### config.mk
export PLATFORM = sky130hd
export DESIGN_NAME = user_ip_apb_arb
export DESIGN_NICKNAME = d
export VERILOG_FILES = /design/src/rtl/user_ip_apb_arb.sv
export SDC_FILE = /design/constraint.sdc
export NUM_CORES = 1
export LEC_CHECK = 0
export ABC_AREA = 0
export CAP_MARGIN = 20
export CORE_MARGIN = 2
export CORE_UTILIZATION = 31
export DETAILED_ROUTE_END_ITERATION = 16
export PLACE_DENSITY = 0.81
export SETUP_SLACK_MARGIN = 0.05
export SLEW_MARGIN = 25
export SYNTH_ARGS = -nofsm -noshare
export SYNTH_HDL_FRONTEND = slang
export SYNTH_SLANG_ARGS = --single-unit
### constraint.sdc
create_clock -name clk_i -period 1.7 [get_ports clk_i]
set_input_delay 0.255 -clock clk_i [delete_from_list [all_inputs] [get_ports clk_i]]
set_output_delay 0.255 -clock clk_i [all_outputs]
set_load 0.01 [all_outputs]
### src/rtl/user_ip_apb_arb.sv
// Two-master APB4 round-robin arbiter in front of one user IP slave slot,
// with an ACCESS-phase watchdog and a saturating count of aborted transfers.
//
// Ports:
//   clk_i, rst_n_i          clock, synchronous active-low reset
//   m0_*, m1_*              APB4 completer ports facing the two requesters
//   s_*                     APB4 requester port facing the user IP
//   gnt_o                   one-hot owner while busy, 0 when idle
//   busy_o                  high in SETUP or ACCESS
//   tmo_cnt_o               saturating count of watchdog aborts
module user_ip_apb_arb #(
  parameter int AW          = 8,
  parameter int DW          = 32,
  parameter int TIMEOUT_CYC = 16
) (
  input  logic            clk_i,
  input  logic            rst_n_i,
  input  logic            m0_psel,
  input  logic            m0_penable,
  input  logic            m0_pwrite,
  input  logic [AW-1:0]   m0_paddr,
  input  logic [DW-1:0]   m0_pwdata,
  input  logic [DW/8-1:0] m0_pstrb,
  output logic [DW-1:0]   m0_prdata,
  output logic            m0_pready,
  output logic            m0_pslverr,
  input  logic            m1_psel,
  input  logic            m1_penable,
  input  logic            m1_pwrite,
  input  logic [AW-1:0]   m1_paddr,
  input  logic [DW-1:0]   m1_pwdata,
  input  logic [DW/8-1:0] m1_pstrb,
  output logic [DW-1:0]   m1_prdata,
  output logic            m1_pready,
  output logic            m1_pslverr,
  output logic            s_psel,
  output logic            s_penable,
  output logic            s_pwrite,
  output logic [AW-1:0]   s_paddr,
  output logic [DW-1:0]   s_pwdata,
  output logic [DW/8-1:0] s_pstrb,
  input  logic [DW-1:0]   s_prdata,
  input  logic            s_pready,
  input  logic            s_pslverr,
  output logic [1:0]      gnt_o,
  output logic            busy_o,
  output logic [7:0]      tmo_cnt_o
);

  localparam int SW = DW / 8;
  localparam int CW = (TIMEOUT_CYC < 2) ? 1 : $clog2(TIMEOUT_CYC);

  typedef enum logic [1:0] {
    IDLE   = 2'd0,
    SETUP  = 2'd1,
    ACCESS = 2'd2
  } state_e;

  state_e          state_q, state_d;
  logic            last_q, last_d;
  logic            own_q, own_d;
  logic            wr_q, wr_d;
  logic [AW-1:0]   addr_q, addr_d;
  logic [DW-1:0]   wdata_q, wdata_d;
  logic [SW-1:0]   strb_q, strb_d;
  logic [CW-1:0]   wd_q, wd_d;
  logic [7:0]      tmo_q, tmo_d;
  logic            psel_q, psel_d;
  logic            pen_q, pen_d;
  logic [1:0]      gnt_q, gnt_d;

  logic [1:0] req;
  logic       win;
  logic       acc;
  logic       done_ok;
  logic       wd_fire;
  logic       rsp;

  assign req = {m1_psel, m0_psel};
  // On a tie the master that did not win last time goes next.
  assign win = (req == 2'b11) ? ~last_q : req[1];
  assign acc = (state_q == ACCESS);
  assign done_ok = acc && s_pready;
  // A ready slave in the firing cycle completes normally.
  assign wd_fire = (TIMEOUT_CYC != 0) && acc && !s_pready
                && (wd_q == CW'(TIMEOUT_CYC - 1));
  assign rsp = done_ok || wd_fire;

  always_comb begin
    state_d = state_q;
    last_d  = last_q;
    own_d   = own_q;
    wr_d    = wr_q;
    addr_d  = addr_q;
    wdata_d = wdata_q;
    strb_d  = strb_q;
    wd_d    = wd_q;
    tmo_d   = tmo_q;
    unique case (state_q)
      IDLE: begin
        wd_d = '0;
        if (|req) begin
          state_d = SETUP;
          own_d   = win;
          last_d  = win;
          wr_d    = win ? m1_pwrite : m0_pwrite;
          addr_d  = win ? m1_paddr  : m0_paddr;
          wdata_d = win ? m1_pwdata : m0_pwdata;
          strb_d  = win ? m1_pstrb  : m0_pstrb;
        end
      end
      SETUP: begin
        wd_d    = '0;
        state_d = ACCESS;
      end
      ACCESS: begin
        if (rsp) begin
          state_d = IDLE;
          if (wd_fire && tmo_q != 8'hFF) tmo_d = tmo_q + 8'd1;
        end else begin
          wd_d = wd_q + 1'b1;
        end
      end
      default: state_d = IDLE;
    endcase
    psel_d = (state_d != IDLE);
    pen_d  = (state_d == ACCESS);
    gnt_d  = psel_d ? (own_d ? 2'b10 : 2'b01) : 2'b00;
  end

  always_ff @(posedge clk_i) begin
    if (!rst_n_i) begin
      state_q <= IDLE;
      last_q  <= 1'b1;
      own_q   <= 1'b0;
      wr_q    <= 1'b0;
      addr_q  <= '0;
      wdata_q <= '0;
      strb_q  <= '0;
      wd_q    <= '0;
      tmo_q   <= '0;
      psel_q  <= 1'b0;
      pen_q   <= 1'b0;
      gnt_q   <= 2'b00;
    end else begin
      state_q <= state_d;
      last_q  <= last_d;
      own_q   <= own_d;
      wr_q    <= wr_d;
      addr_q  <= addr_d;
      wdata_q <= wdata_d;
      strb_q  <= strb_d;
      wd_q    <= wd_d;
      tmo_q   <= tmo_d;
      psel_q  <= psel_d;
      pen_q   <= pen_d;
      gnt_q   <= gnt_d;
    end
  end

  assign s_psel    = psel_q;
  assign s_penable = pen_q;
  assign s_pwrite  = wr_q;
  assign s_paddr   = addr_q;
  assign s_pwdata  = wdata_q;
  assign s_pstrb   = strb_q;
  assign gnt_o     = gnt_q;
  assign busy_o    = psel_q;
  assign tmo_cnt_o = tmo_q;

  // A requester that dropped psel mid-transfer gets no response.
  assign m0_pready  = rsp && !own_q && m0_psel;
  assign m1_pready  = rsp &&  own_q && m1_psel;
  assign m0_prdata  = (m0_pready && done_ok) ? s_prdata : '0;
  assign m1_prdata  = (m1_pready && done_ok) ? s_prdata : '0;
  assign m0_pslverr = m0_pready && (done_ok ? s_pslverr : 1'b1);
  assign m1_pslverr = m1_pready && (done_ok ? s_pslverr : 1'b1);

  // penable is implied by the arbiter's own sequencing.
  logic unused_pen;
  assign unused_pen = m0_penable ^ m1_penable;

endmodule

Yosys cells after proc, flatten, opt, wreduce, memory -nomap -nowiden
Index checks and enable logic that the tools add are counted.
{"block": "word_totals", "ff_bits": 65, "latch_bits": 0, "mem_bits_rw": 0, "romBits": 0, "input_bits": 130, "output_inout_bits": 126, "word_cells": 62, "memories": 0}
{"block": "op_classes", "addsub": 2, "n_mul": 0, "div": 0, "n_lt_le_gt_ge": 0, "eq_ne": 7, "shifts": 0, "n_mux": 16, "n_bitwise": 1, "n_reduce_logical": 24}
{"cell": "32-bit two-way mux", "n": 3}
{"cell": "1-bit logical AND", "n": 12}
{"cell": "8-bit by 1-bit adder with 8-bit output (second input constant)", "n": 1}
{"cell": "4-bit two-way mux", "n": 2}
{"cell": "8-bit two-way mux", "n": 1}
{"cell": "8-bit inequality test (second input constant)", "n": 1}
{"cell": "4-bit case mux with 2 select lines", "n": 1}
{"cell": "2-bit == test (second input constant)", "n": 3}
{"cell": "2-bit two-way mux", "n": 3}
{"cell": "2-bit case mux with 3 select lines", "n": 1}
{"cell": "2-bit AND reduction", "n": 3}
{"cell": "1-bit two-way mux", "n": 5}
{"cell": "4-bit by 1-bit adder with 4-bit output (second input constant)", "n": 1}
{"cell": "4-bit == test (second input constant)", "n": 1}
{"cell": "2-bit nonzero test", "n": 2}
{"cell": "2-bit OR reduction", "n": 2}
{"cell": "3-bit AND reduction", "n": 1}
{"cell": "2-bit by 1-bit == test with 1-bit output (second input constant)", "n": 1}
{"cell": "1-bit logical NOT", "n": 2}
{"cell": "2-bit logical NOT", "n": 1}
{"cell": "2-bit inequality test (second input constant)", "n": 1}
{"cell": "1-bit logical OR", "n": 1}
{"cell": "1-bit inverter", "n": 1}

Longest topological paths before layout
Gate-level depths: netlist of run 1.
{"block": "logic_depth", "word_depth": 8, "ltp_mapped": 6}

Worst setup path after synthesis of run 1
Ideal clock, no wire load.
{"block": "synth_path", "path_type": "reg2reg", "from": "register wd_q[0]", "to": "register tmo_q[3], in the netlist tmo_cnt_o[3]", "arrival_ns": 1.745, "t_required_ns": 1.630, "setup_slack_ns": -0.116, "path_stages_with_launch": 7, "period_less_slack_ns": 1.816, "path_cell_list": "dfxtp_1 -> ha_1 -> nand3_1 -> or3_1 -> buf_6 -> or4_1 -> a21oi_1"}
{"block": "synth_between", "elab_chain_len": 4, "elab_cells_between_ends": 5}
{"element": "start: declaration", "line_no": "66", "source": "logic [CW-1:0] wd_q, wd_d;"}
{"element": "start signal: assignment", "line_no": "153", "source": "wd_q <= wd_d;"}
{"element": "4-bit == test *", "line_no": "86", "source": "&& (wd_q == CW'(TIMEOUT_CYC - 1));"}
{"element": "1-bit logical AND *", "line_no": "86"}
{"element": "1-bit logical OR / 1-bit logical AND (equally long branches)", "line_no": "87, 119"}
{"element": "3-bit AND reduction (no line) *"}
{"element": "end signal: assignment", "line_no": "154", "source": "tmo_q <= tmo_d;"}
{"element": "end: declaration", "line_no": "67", "source": "logic [7:0] tmo_q, tmo_d;"}
Mark *: on every way between the ends. The rest lies on a longest branch, timed or not.
A chain may end at the register's enable or synchronous reset.

Worst setup path after layout of run 1
{"block": "layout_path", "from": "register state_q[0]", "to": "output port m0_pslverr"}
{"block": "layout_between", "elab_chain_len": 7, "elab_cells_between_ends": 9}
{"element": "start: declaration", "line_no": "59", "source": "state_e state_q, state_d;"}
{"element": "start signal: assignment", "line_no": "146", "source": "state_q <= state_d;"}
{"element": "2-bit == test *", "line_no": "82", "source": "assign acc = (state_q == ACCESS);"}
{"element": "1-bit logical AND", "line_no": "85", "source": "assign wd_fire = (TIMEOUT_CYC != 0) && acc && !s_pready"}
{"element": "1-bit logical AND", "line_no": "86"}
{"element": "1-bit logical OR", "line_no": "87", "source": "assign rsp = done_ok || wd_fire;"}
{"element": "1-bit logical AND (2 in series)", "line_no": "172", "source": "assign m0_pready = rsp && !own_q && m0_psel;"}
{"element": "1-bit logical AND *", "line_no": "176", "source": "assign m0_pslverr = m0_pready && (done_ok ? s_pslverr : 1'b1);"}
{"element": "end: declaration", "line_no": "26", "source": "output logic m0_pslverr,"}
Marked as above.

==> results.json, run 1 <==
{
  "postSynth.asyncResetShare_pct": 0,
  "met2_layer_usage_reported_by_global_route_pct": 37.9,
  "area_growth_pct": 111,
  "finish.net_count": 787,
  "fp-row-count": 37,
  "clock_sink_count": 65,
  "rsz_0062_raised_after_global_routing": "yes",
  "number_of_placed_instances_with_taps_included": 765,
  "clock-root-buffer": "sky130_fd_sc_hd__clkbuf_8",
  "grt_overflow": 0,
  "post_synth_inst_count": 381,
  "tritoncts": "done",
  "initialDrtViolationCount": 127,
  "synth_cell_types": 40,
  "fillCellCount": 780,
  "number_of_enable_flip_flop_cells_after_synthesis": 0,
  "cts.clk_slew.worst_paths_ns": 0.07,
  "first_pass_grt_wire_length_microns": 18800,
  "outcome": "finished with violations",
  "hold_end": "s_paddr[5]",
  "fin_worst_skew_ns": 0.0156,
  "netlist.top_cell.by_area": "sky130_fd_sc_hd__dfxtp_1",
  "grt_busiest_layer": "met2",
  "drv_slew": 0,
  "synth_compound_area_share_pct": 15.4,
  "yosys.area_share.xor_xnor_pct": 0.795,
  "number_of_antenna_violations_at_the_first_check_in_global_routing": 0,
  "timing.rr.start": "state_q[0]",
  "max-clock-path-buffers": 2,
  "wl_cell_microns": 16.5,
  "post-dp-hpwl_microns": 9090,
  "max_slew.worst_pin.slew_ns": 0.381,
  "tritoncts.num_buffers": 9,
  "synth_sequential_area_ratio_pct": 39.4,
  "syn-mean-instance-area_sq_um": 8.67,
  "failed_checks": "setup timing",
  "power.switching_uw": 1230,
  "critPathMaxFanout": 4,
  "max_clock_freq_mhz": 542,
  "floorplan.initialDensity_pct": 32.0,
  "synth_top_cell_area_share_pct": 39.4,
  "worst_hold_startpoint": "s_paddr[5]",
  "vias": 3898,
  "synthFlopType": "sky130_fd_sc_hd__dfxtp_1",
  "drt.antenna.violating_nets": 0,
  "worst_hold_path_type": "reg -> reg",
  "drv.max_cap_violation_count": 0,
  "reg2reg_to": "tmo_cnt_o[7]",
  "crit_path_max_incr_delay_ns": 0.34,
  "fin_ws_ns": -0.145,
  "power_per_unit_of_standard_cell_area_mw_per_mm2": 627,
  "cts_hold_buf": 0,
  "cpMaxStageDelayCell": "sky130_fd_sc_hd__dfxtp_2",
  "seq_power_share_pct": 40.2,
  "synth.cell_area_sq_mm": 0.00330,
  "gr-usage-all-layers_pct": 20.7,
  "drive_above_1_share_pct": 33.0,
  "gr-usage-met3_pct": 6.02,
  "timing.critical_path.arrival_ns": 1.59,
  "place_congestion": 0.838,
  "ios": 256,
  "slew-limit-headroom_pct": 74.5,
  "reg2reg_depth": 6,
  "power_frac_comb_pct": 30.4,
  "total_leakage_power_uw": 0.00284,
  "grt_use_met1_pct": 22.9,
  "core-area_sq_mm": 0.0103,
  "synth.top_cells.by_count": "sky130_fd_sc_hd__and2_1 (65), sky130_fd_sc_hd__dfxtp_1 (65), sky130_fd_sc_hd__nor2_1 (62), sky130_fd_sc_hd__a211oi_1 (48), sky130_fd_sc_hd__mux2i_1 (47)",
  "timing.final.crit_share_pct": 109,
  "holdPathStages": 2,
  "numPortBuffers": 253,
  "synth_top_cells_by_area": "sky130_fd_sc_hd__dfxtp_1 (39%), sky130_fd_sc_hd__mux2i_1 (14%), sky130_fd_sc_hd__and2_1 (12%)",
  "cts.htree.levels": 3,
  "area_share_of_and_or_nand_nor_cells_after_synthesis_pct": 25.1,
  "intPower_uw": 3150,
  "vias_per_cell": 4.90,
  "critical_path_required_ns": 1.44,
  "total_of_warnings_raised_by_yosys": 0,
  "finalWirelength_microns": 13100,
  "worstSetupPathType": "reg -> out",
  "critPathLaunchType": "flop",
  "swShare_pct": 28.1,
  "path_cells": "buf_4 > nand2b_4 > nor3_4 > a31oi_1 > nor2_1 > buf_2",
  "critPathCaptureType": "output port",
  "max-vdd-ir-drop_v": 0.000482,
  "die-height_microns": 107,
  "final-hold-violation-count": 0,
  "finalInstanceArea_sq_mm": 0.00698,
  "synth-adder-area-share_pct": 0.758,
  "die_w_microns": 107,
  "placement.setup.worst_slack_ns": -0.487,
  "post_layout_nonfiller_instances": 796,
  "hold_ws_ns": 0.499,
  "synth_top_family_by_area": "simple AND/OR/NAND/NOR gates",
  "syn-num-nets": 513,
  "vias_in_the_first_global_route": 3786,
  "die_area_sq_mm": 0.0115,
  "standard_cell_area_after_detailed_placement_sq_mm": 0.00619,
  "finalSetupViolations": 68,
  "p_clk_share_pct": 29.4,
  "grt_max_degree": 52,
  "drt_drc_violations_left": 0,
  "final_period_minus_worst_setup_slack_ns": 1.85,
  "setup.reg_to_reg.worst_slack_ns": -0.06,
  "antenna_cells": 0,
  "dr.pass1.iters": 4,
  "synth.ff_latch_count": 65,
  "synth.mux.area_fraction_pct": 14.2,
  "worstSkewPairLatency_ns": 0.34
}
-- state kept, by name, summed over array words and instances (netlist names) --
signal,count
busy_o,1
gnt_o,2
last_q,1
own_q,1
s_paddr,8
s_penable,1
s_pstrb,4
s_pwdata,32
s_pwrite,1
state_q,2
tmo_cnt_o,8
wd_q,4
-- cells by family after synthesis --
logic type,Yosys count
and+or+nand+nor,162
DFF,65
adders and majority gates,2
xor gates and xnor gates,3
buffers and inverters,33
muxes,47
AOI/OAI and AO/OA,69
-- cells in the final DEF, fill, tap and decap left out, types with 3 or more instances in the layout --
cell                                n
sky130_fd_sc_hd__nand2_1            9
sky130_fd_sc_hd__nor2_1            58
sky130_fd_sc_hd__and2_4            60
sky130_fd_sc_hd__nor4_2             3
sky130_fd_sc_hd__clkdlybuf4s50_1  184
sky130_fd_sc_hd__dfxtp_2            8
sky130_fd_sc_hd__or3_4              3
sky130_fd_sc_hd__nand4_1            3
sky130_fd_sc_hd__nor2b_1            3
sky130_fd_sc_hd__inv_1              3
sky130_fd_sc_hd__dfxtp_1           57
sky130_fd_sc_hd__buf_2              8
sky130_fd_sc_hd__and2_1             5
sky130_fd_sc_hd__buf_6             64
sky130_fd_sc_hd__clkbuf_8           9
sky130_fd_sc_hd__buf_16             4
sky130_fd_sc_hd__buf_4             20
sky130_fd_sc_hd__mux2i_1           47
sky130_fd_sc_hd__a211oi_1          47
sky130_fd_sc_hd__a21oi_1            4
sky130_fd_sc_hd__buf_12             8
-- what timing repair did --
| item | CTS | global route |
|---|---|---|
| endpoints found under the setup margin | 75 | 115 |
| gates cloned | 5 | 2 |
| pin swaps | 37 | 29 |
| setup buffers | 6 | 2 |
| resized for setup | 347 | 97 |
-- stage by stage --
step / total power [uW] / setup TNS, ns / util [%]
after detailed placement: 3060 / -35.68 / 60.0
after floorplan: 2280 / 0 / -
after global routing: 4610 / -14.08 / 67.6
after global placement: 3030 / -34.23 / 60.0
final: 4380 / -7.07 / 67.6
after CTS: 4390 / -7.59 / 63.1
-- critical path, delay by kind of cell, from the launching register on --
kind / cells / cell delay, ns
simple gates: 3 / 0.51
buf+inv: 2 / 0.31
compound gates: 1 / 0.10
flops: 1 / 0.34
-- layer usage --
| metal | wire length (microns) | vias up |
|---|---|---|
| met1 | 4880 | 1827 |
| met2 | 7070 | 169 |
| met5 | 0 | - |
| met4 | 250 | 0 |
| li1 | - | 1881 |
| met3 | 942 | 21 |
-- worst max path at each step --
stage,from,end,slack (ns),depth (start not counted)
final,state_q[0],m0_pslverr,-0.15,6
after global placement,m1_psel,m1_prdata[19],-0.48,6
after CTS,state_q[1],m1_prdata[20],-0.16,7
after floorplan,wd_q[1],tmo_cnt_o[3],0.06,6
after detailed placement,m1_psel,m1_prdata[20],-0.49,6
after global routing,state_q[1],m1_prdata[24],-0.26,7
-- layout make-up --
| type | count | area [sq um] | share of cell area (%) |
|---|---|---|---|
| repair buffers | 291 | 3090 | 44.2 |
| multi-input cells | 284 | 2210 | 31.6 |
| clock buffers | 10 | 128 | 1.83 |
| well taps | 136 | 170 | 2.44 |
| flip-flops and latches | 65 | 1310 | 18.8 |
| clock inverters | 6 | 65.1 | 0.932 |
| inverters | 4 | 15.0 | 0.215 |
-- power by group through the flow --
stage,clock (uW),sequential (uW),combinational [uW]
2_1_floorplan,0,1850,427
3_3_place_gp,0,1780,1250
3_5_place_dp,0,1790,1270
4_1_cts,1330,1760,1300
5_1_grt,1410,1780,1430
6_report,1290,1760,1330
(Power assumes the default switching activity.)
==> run 2, diff against run 1 <==
--- a/config.mk
+++ b/config.mk
@@ -5,12 +5,12 @@
 export SDC_FILE = /design/constraint.sdc
 export NUM_CORES = 1
 export LEC_CHECK = 0
-export ABC_AREA = 0
+export ABC_AREA = 1
 export CAP_MARGIN = 20
 export CORE_MARGIN = 2
 export CORE_UTILIZATION = 31
 export DETAILED_ROUTE_END_ITERATION = 16
-export PLACE_DENSITY = 0.81
+export PLACE_DENSITY = 0.79
 export SETUP_SLACK_MARGIN = 0.05
 export SLEW_MARGIN = 25
 export SYNTH_ARGS = -nofsm -noshare
==> run 2 against run 1 <==
Net effect:
- the run still ends with setup timing left
- synthesized cell count rose by 35%
- synthesized area rose by 3.9%
- clock power fell by 8%
- worst hold slack got worse by 0.070 ns
- final cell count rose by 19%
- sequential share of layout area rose by 0.29 points
- combinational power fell by 9%
- first-iteration DRC count rose by 80%
- sequential power barely moved
- register-to-register slack improved by 0.23 ns
- wire length rose by 5.8%
==> results.json, run 2 <==
{
  "post_layout_nonfiller_instances": 946,
  "total_leakage_power_uw": 0.00292,
  "dr.pass1.iters": 4,
  "clock_sink_count": 65,
  "critPathMaxFanout": 19,
  "number_of_placed_instances_with_taps_included": 911,
  "final-hold-violation-count": 0,
  "drv.max_cap_violation_count": 0,
  "vias_per_cell": 4.76,
  "syn-mean-instance-area_sq_um": 6.67,
  "critical_path_required_ns": 1.44,
  "max_clock_freq_mhz": 501,
  "netlist.top_cell.by_area": "sky130_fd_sc_hd__dfxtp_1",
  "crit_path_max_incr_delay_ns": 0.36,
  "path_cells": "ha_4 > nand3_4 > a21oi_4 > nand3_2 > inv_2 > nand2_4 > buf_12 > nor2_2 > buf_2",
  "gr-usage-all-layers_pct": 21.4,
  "wl_cell_microns": 14.7,
  "totalNegativeSetupSlack_ns": -9.95,
  "tritoncts.num_buffers": 9,
  "drive_above_1_share_pct": 28.2,
  "area_growth_pct": 99.6,
  "final_period_minus_worst_setup_slack_ns": 2.00,
  "syn-num-nets": 647,
  "max-vdd-ir-drop_v": 0.000379,
  "worst_hold_startpoint": "rst_n_i",
  "initialDrtViolationCount": 228,
  "finish.net_count": 933,
  "rsz_0062_raised_after_global_routing": "yes",
  "die_w_microns": 109,
  "largest_register_ffs": 32,
  "cpMaxStageDelayCell": "sky130_fd_sc_hd__dfxtp_2",
  "finalSetupViolations": 54,
  "yosysMostFrequentCell": "sky130_fd_sc_hd__nor2_1",
  "critPathLaunchType": "flop",
  "synth_top_cells_by_area": "sky130_fd_sc_hd__dfxtp_1 (38%), sky130_fd_sc_hd__nor2_1 (11%), sky130_fd_sc_hd__nand3_1 (8.3%)",
  "finalCoreUtilization_pct": 63.2,
  "drt.antenna.violating_nets": 0,
  "tritoncts": "done",
  "cts.htree.levels": 3,
  "worst-path-buf-inv": 3,
  "finalWirelength_microns": 13900,
  "placement.setup.worst_slack_ns": -0.649,
  "timing.critical_path.arrival_ns": 1.74,
  "antenna_cells": 0,
  "die_area_sq_mm": 0.0119,
  "timing.final.crit_share_pct": 117,
  "synth_cell_types": 27,
  "failed_checks": "setup timing",
  "critPathCaptureType": "output port",
  "grt_overflow": 0,
  "ios": 256,
  "vias_in_the_first_global_route": 4359,
  "numPortBuffers": 253,
  "cts.clk_slew.worst_paths_ns": 0.06,
  "max_slew.worst_pin.slew_ns": 0.342,
  "outcome": "finished with violations",
  "final_cell_mix": "sky130_fd_sc_hd__clkdlybuf4s50_1 (184), sky130_fd_sc_hd__nor2_1 (66), sky130_fd_sc_hd__dfxtp_1 (60)",
  "postSynth.asyncResetShare_pct": 0,
  "total_of_warnings_raised_by_yosys": 0,
  "power_per_unit_of_standard_cell_area_mw_per_mm2": 605,
  "finalInstanceArea_sq_mm": 0.00685,
  "post-dp-hpwl_microns": 10300,
  "vias": 4506,
  "clock-root-buffer": "sky130_fd_sc_hd__clkbuf_8",
  "core-area_sq_mm": 0.0108,
  "die-height_microns": 109,
  "place_congestion": 0.886,
  "synthFlopType": "sky130_fd_sc_hd__dfxtp_1",
  "layout.cells.most_common": "sky130_fd_sc_hd__clkdlybuf4s50_1",
  "first_pass_grt_wire_length_microns": 20000,
  "max-clock-path-buffers": 2,
  "worstSkewPairLatency_ns": 0.34,
  "worstSetupPathType": "reg -> out",
  "synth.top_cells.by_count": "sky130_fd_sc_hd__nor2_1 (103), sky130_fd_sc_hd__dfxtp_1 (65), sky130_fd_sc_hd__inv_1 (57), sky130_fd_sc_hd__nand3_1 (57), sky130_fd_sc_hd__o21ai_0 (55)",
  "critical_path_origin": "wd_q[1]",
  "synth.cell_area_sq_mm": 0.00343,
  "floorplan.initialDensity_pct": 31.7,
  "worst_path_dominant_cell_family": "buffers and inverters",
  "number_of_enable_flip_flop_cells_after_synthesis": 0,
  "fin_ws_ns": -0.295,
  "worst_hold_path_type": "in -> reg",
  "synth_top_cell_area_share_pct": 37.9,
  "timing.rr.start": "tmo_cnt_o[1]",
  "grt_max_degree": 37,
  "slew-limit-headroom_pct": 77.0,
  "drt_drc_violations_left": 0,
  "post_synth_inst_count": 515,
  "synth_sequential_area_ratio_pct": 37.9,
  "fp-row-count": 38,
  "synth.ff_latch_count": 65,
  "number_of_antenna_violations_at_the_first_check_in_global_routing": 0,
  "standard_cell_area_after_detailed_placement_sq_mm": 0.00628,
  "drv_slew": 0,
  "fin_worst_skew_ns": 0.0148
}
==> run 2: layout make-up <==
| cell class | instances | area (sq um) |
|---|---|---|
| fill | 882 | 3990 |
| timing repair buffer | 306 | 2970 |
| multi-input combinational | 359 | 2000 |
| sequential | 65 | 1310 |
| inverter | 60 | 228 |
| tap | 140 | 175 |
| clock buffer | 10 | 138 |
| clock inverter | 6 | 42.5 |
==> run 2: kinds of logic (layout without fill, tap and decap cells) <==
family | count (synthesis) | after routing | synth area share [%]
compound gates | 105 | 105 | 15.7
xor+xnor | 2 | 2 | 0.510
fa+ha+maj | 2 | 2 | 0.729
buf+inv | 91 | 382 | 11.9
flops | 65 | 65 | 37.9
simple gates | 250 | 250 | 33.2
==> run 2: power breakdown <==
group	leakage, uW	internal, uW	switching (uW)	total [uW]
sequential	0.000537	1670	76.9	1740
combinational	0.00229	674	539	1210
clock	0.0000887	571	616	1190
==> run 2: worst paths after layout <==
| check | depth (start not counted) | slack [ns] | end |
|---|---|---|---|
| max | 9 | -0.30 | m0_prdata[12] |
| min | 4 | 0.43 | state_q[0] |
| max reg2reg | 9 | 0.17 | tmo_cnt_o[0] |
| min reg2reg | 2 | 0.46 | last_q |
==> run 2: metrics by stage <==
| stage | hold slack (ns) | total power [uW] |
|---|---|---|
| 6_report | 0.429 | 4140 |
| 5_1_grt | 0.442 | 4350 |
| 4_1_cts | 0.416 | 4160 |
| 3_5_place_dp | 0.444 | 2940 |
| 3_3_place_gp | 0.441 | 2920 |
| 2_1_floorplan | 0.412 | 2200 |
==> run 2: tightest hold or removal path, stage by stage <==
cell                     delay, ns
sky130_fd_sc_hd__buf_2        0.13
sky130_fd_sc_hd__inv_1        0.11
sky130_fd_sc_hd__nor2_4       0.06
sky130_fd_sc_hd__buf_4        0.16
==> run 2: repair_timing <==
action,in CTS,in global routing
pin swaps,4,2
endpoints found under the hold margin,0,0
resized for setup,324,79
cloned,2,0
buffers inserted,15,2
endpoints found under the setup margin,68,112
hold buffers,0,0
==> run 2: metal layers <==
layer  routed length, microns  track usage (%)  up-vias
met5                        0                0        -
met2                     7500             43.0      205
met1                     4630             18.7     2060
met3                     1370             6.81       29
met4                      409             10.1        0
li1                         -                -     2212
==> edit (settings of run 1) <==
Reset style: asynchronous (`rst_n_i`), changed in one clocked block. Comments in the files are not updated.
--- a/src/rtl/user_ip_apb_arb.sv
+++ b/src/rtl/user_ip_apb_arb.sv
@@ -128,7 +128,7 @@
     gnt_d  = psel_d ? (own_d ? 2'b10 : 2'b01) : 2'b00;
   end
 
-  always_ff @(posedge clk_i) begin
+  always_ff @(posedge clk_i or negedge rst_n_i) begin
     if (!rst_n_i) begin
       state_q <= IDLE;
       last_q  <= 1'b1;
Formal check against the unedited RTL: differs if rst_n_i is asserted again (counterexample within 4 cycles, from zero or initial values and one cycle with rst_n_i low); with rst_n_i held inactive, the same outputs for 10 cycles.
==> edit against run 1 <==
The flow still finishes with violations (setup timing). Setup slack worse by 0.15 ns. Non-clock buffer count rose by 25. Design area up 1.6%. Sequential cell count is the same. Area after synthesis increased by 4.1%. Routed wire length increased by 7.9%. Via count increased by 0.13%. Critical path type unchanged. Critical endpoint is now m1_prdata[3].
Power is not compared: it rests on default switching activity, and its combinational part moved more than twofold at a synthesized area within 25%.
==> edit: results <==
[power]
p_sw_uw = 3040
p_comb_share_pct = 54.8

[placement]
dp_slack_ns = -0.606
dp.final_hpwl_um = 9430
placed_cells = 765
portBuffers = 253
gp_congestion = 0.837
place_area_um2 = 6420

[route]
dr_wl_met2_um = 7450
wl_met1_um = 5480
wl_met3_um = 872
wl_per_cell_um = 17.6
via_per_inst = 4.83
drt-pass1-iter-count = 6
dr_total_vias = 3903
drt_first_iter_violations = 160

[critical_path]
r2r_end = tmo_cnt_o[7]$_DFFE_PN0P_
cpMaxStageDelayCell = dfrtp_1
reg2reg_setup_slack_ns = -0.24
cp_slowest_stage_delay_ns = 0.42
critPathArrivalTime_ns = 1.74
endpoint = m1_prdata[3]
cpLargestDelayFamily = simple AND/OR/NAND/NOR gates
r2r_start = state_q[0]$_DFF_PN0_
path_max_fanout = 8

[cells_and_area]
largest_reg_flops = 32
num-nets-final = 795
antenna_cells = 0
drive_gt1_share_pct = 32.2

[grt]
antenna_found_initial = 0
grtUsageMet2_pct = 36.6
grt_use_total_pct = 20.8
grt_max_degree = 77
grt_pass1_wl_um = 19400
grt_use_met1_pct = 25.2
use_met3_pct = 4.27

[sta]
hold_ws_ns = 0.300
skew_ns = 0.0127
finalWorstSetupSlack_ns = -0.299
relSlewSlack_pct = 75.8
finalSetupTns_ns = -15.77
setup-violations-final = 76

[clock_network]
cts_root_buffer = clkbuf_8
clock_path_buffers = 2
clkLatencyLatePin_ns = 0.34

[logic_synthesis]
netlist_instances = 359
synth-seq-area-share_pct = 47.3
async_flop_share_pct = 100
yosys_warnings = 0
ys_top_cells_by_count = and2_1 (67), dfrtp_1 (64), nor2_1 (59)
ys_top_cells_by_area = dfrtp_1 (47%), mux2i_1 (14%), and2_1 (12%), a21oi_1 (6.8%), nor2_1 (6.4%)
synth_top_flop_cell = dfrtp_1
yosysUniqueCellTypes = 33
synth_nets = 491

[hold_path]
worstHoldPathType = in -> reg
worstHoldStart = m1_psel
min_to = last_q$_DFFE_PN1P_
holdPathStages = 3

[status]
violations = setup timing
status = finished, violations left
-- edit: cell types whose count changed after synthesis, sizes merged, moves of 3 or more --
cell	before	now
a211oi	48	2
a21oi	5	47
buf	8	12
xor2	2	5
nand2	11	7
dfxtp	65	0
dfrtp	0	64
nor2	62	59
clkbuf	21	11
-- edit: area by class of cell --
cell class | count | area [um^2]
clock inverters | 5 | 38.8
multi-input cells | 269 | 1990
inverters | 2 | 7.51
clock buffers | 11 | 141
fillers | 871 | 3750
repair buffers | 316 | 3110
well taps | 140 | 175
flip-flops and latches | 65 | 1630
-- edit: kinds of logic after synthesis --
group	Yosys count	synth area share (%)
simple gates	153	23.1
flops	65	47.3
compound gates	58	9.17
mux	49	14.3
buf+inv	25	3.57
xor+xnor	7	1.78
fa+ha+maj	2	0.728
-- edit: what timing repair did --
action / CTS / global route
gates resized for setup: 328 / 63
pin swaps: 22 / 26
setup buffers: 13 / 9
hold endpoints to repair: 64 / 0
gates cloned: 3 / 4
hold buffers: 1 / 0
endpoints found under the setup margin: 79 / 124
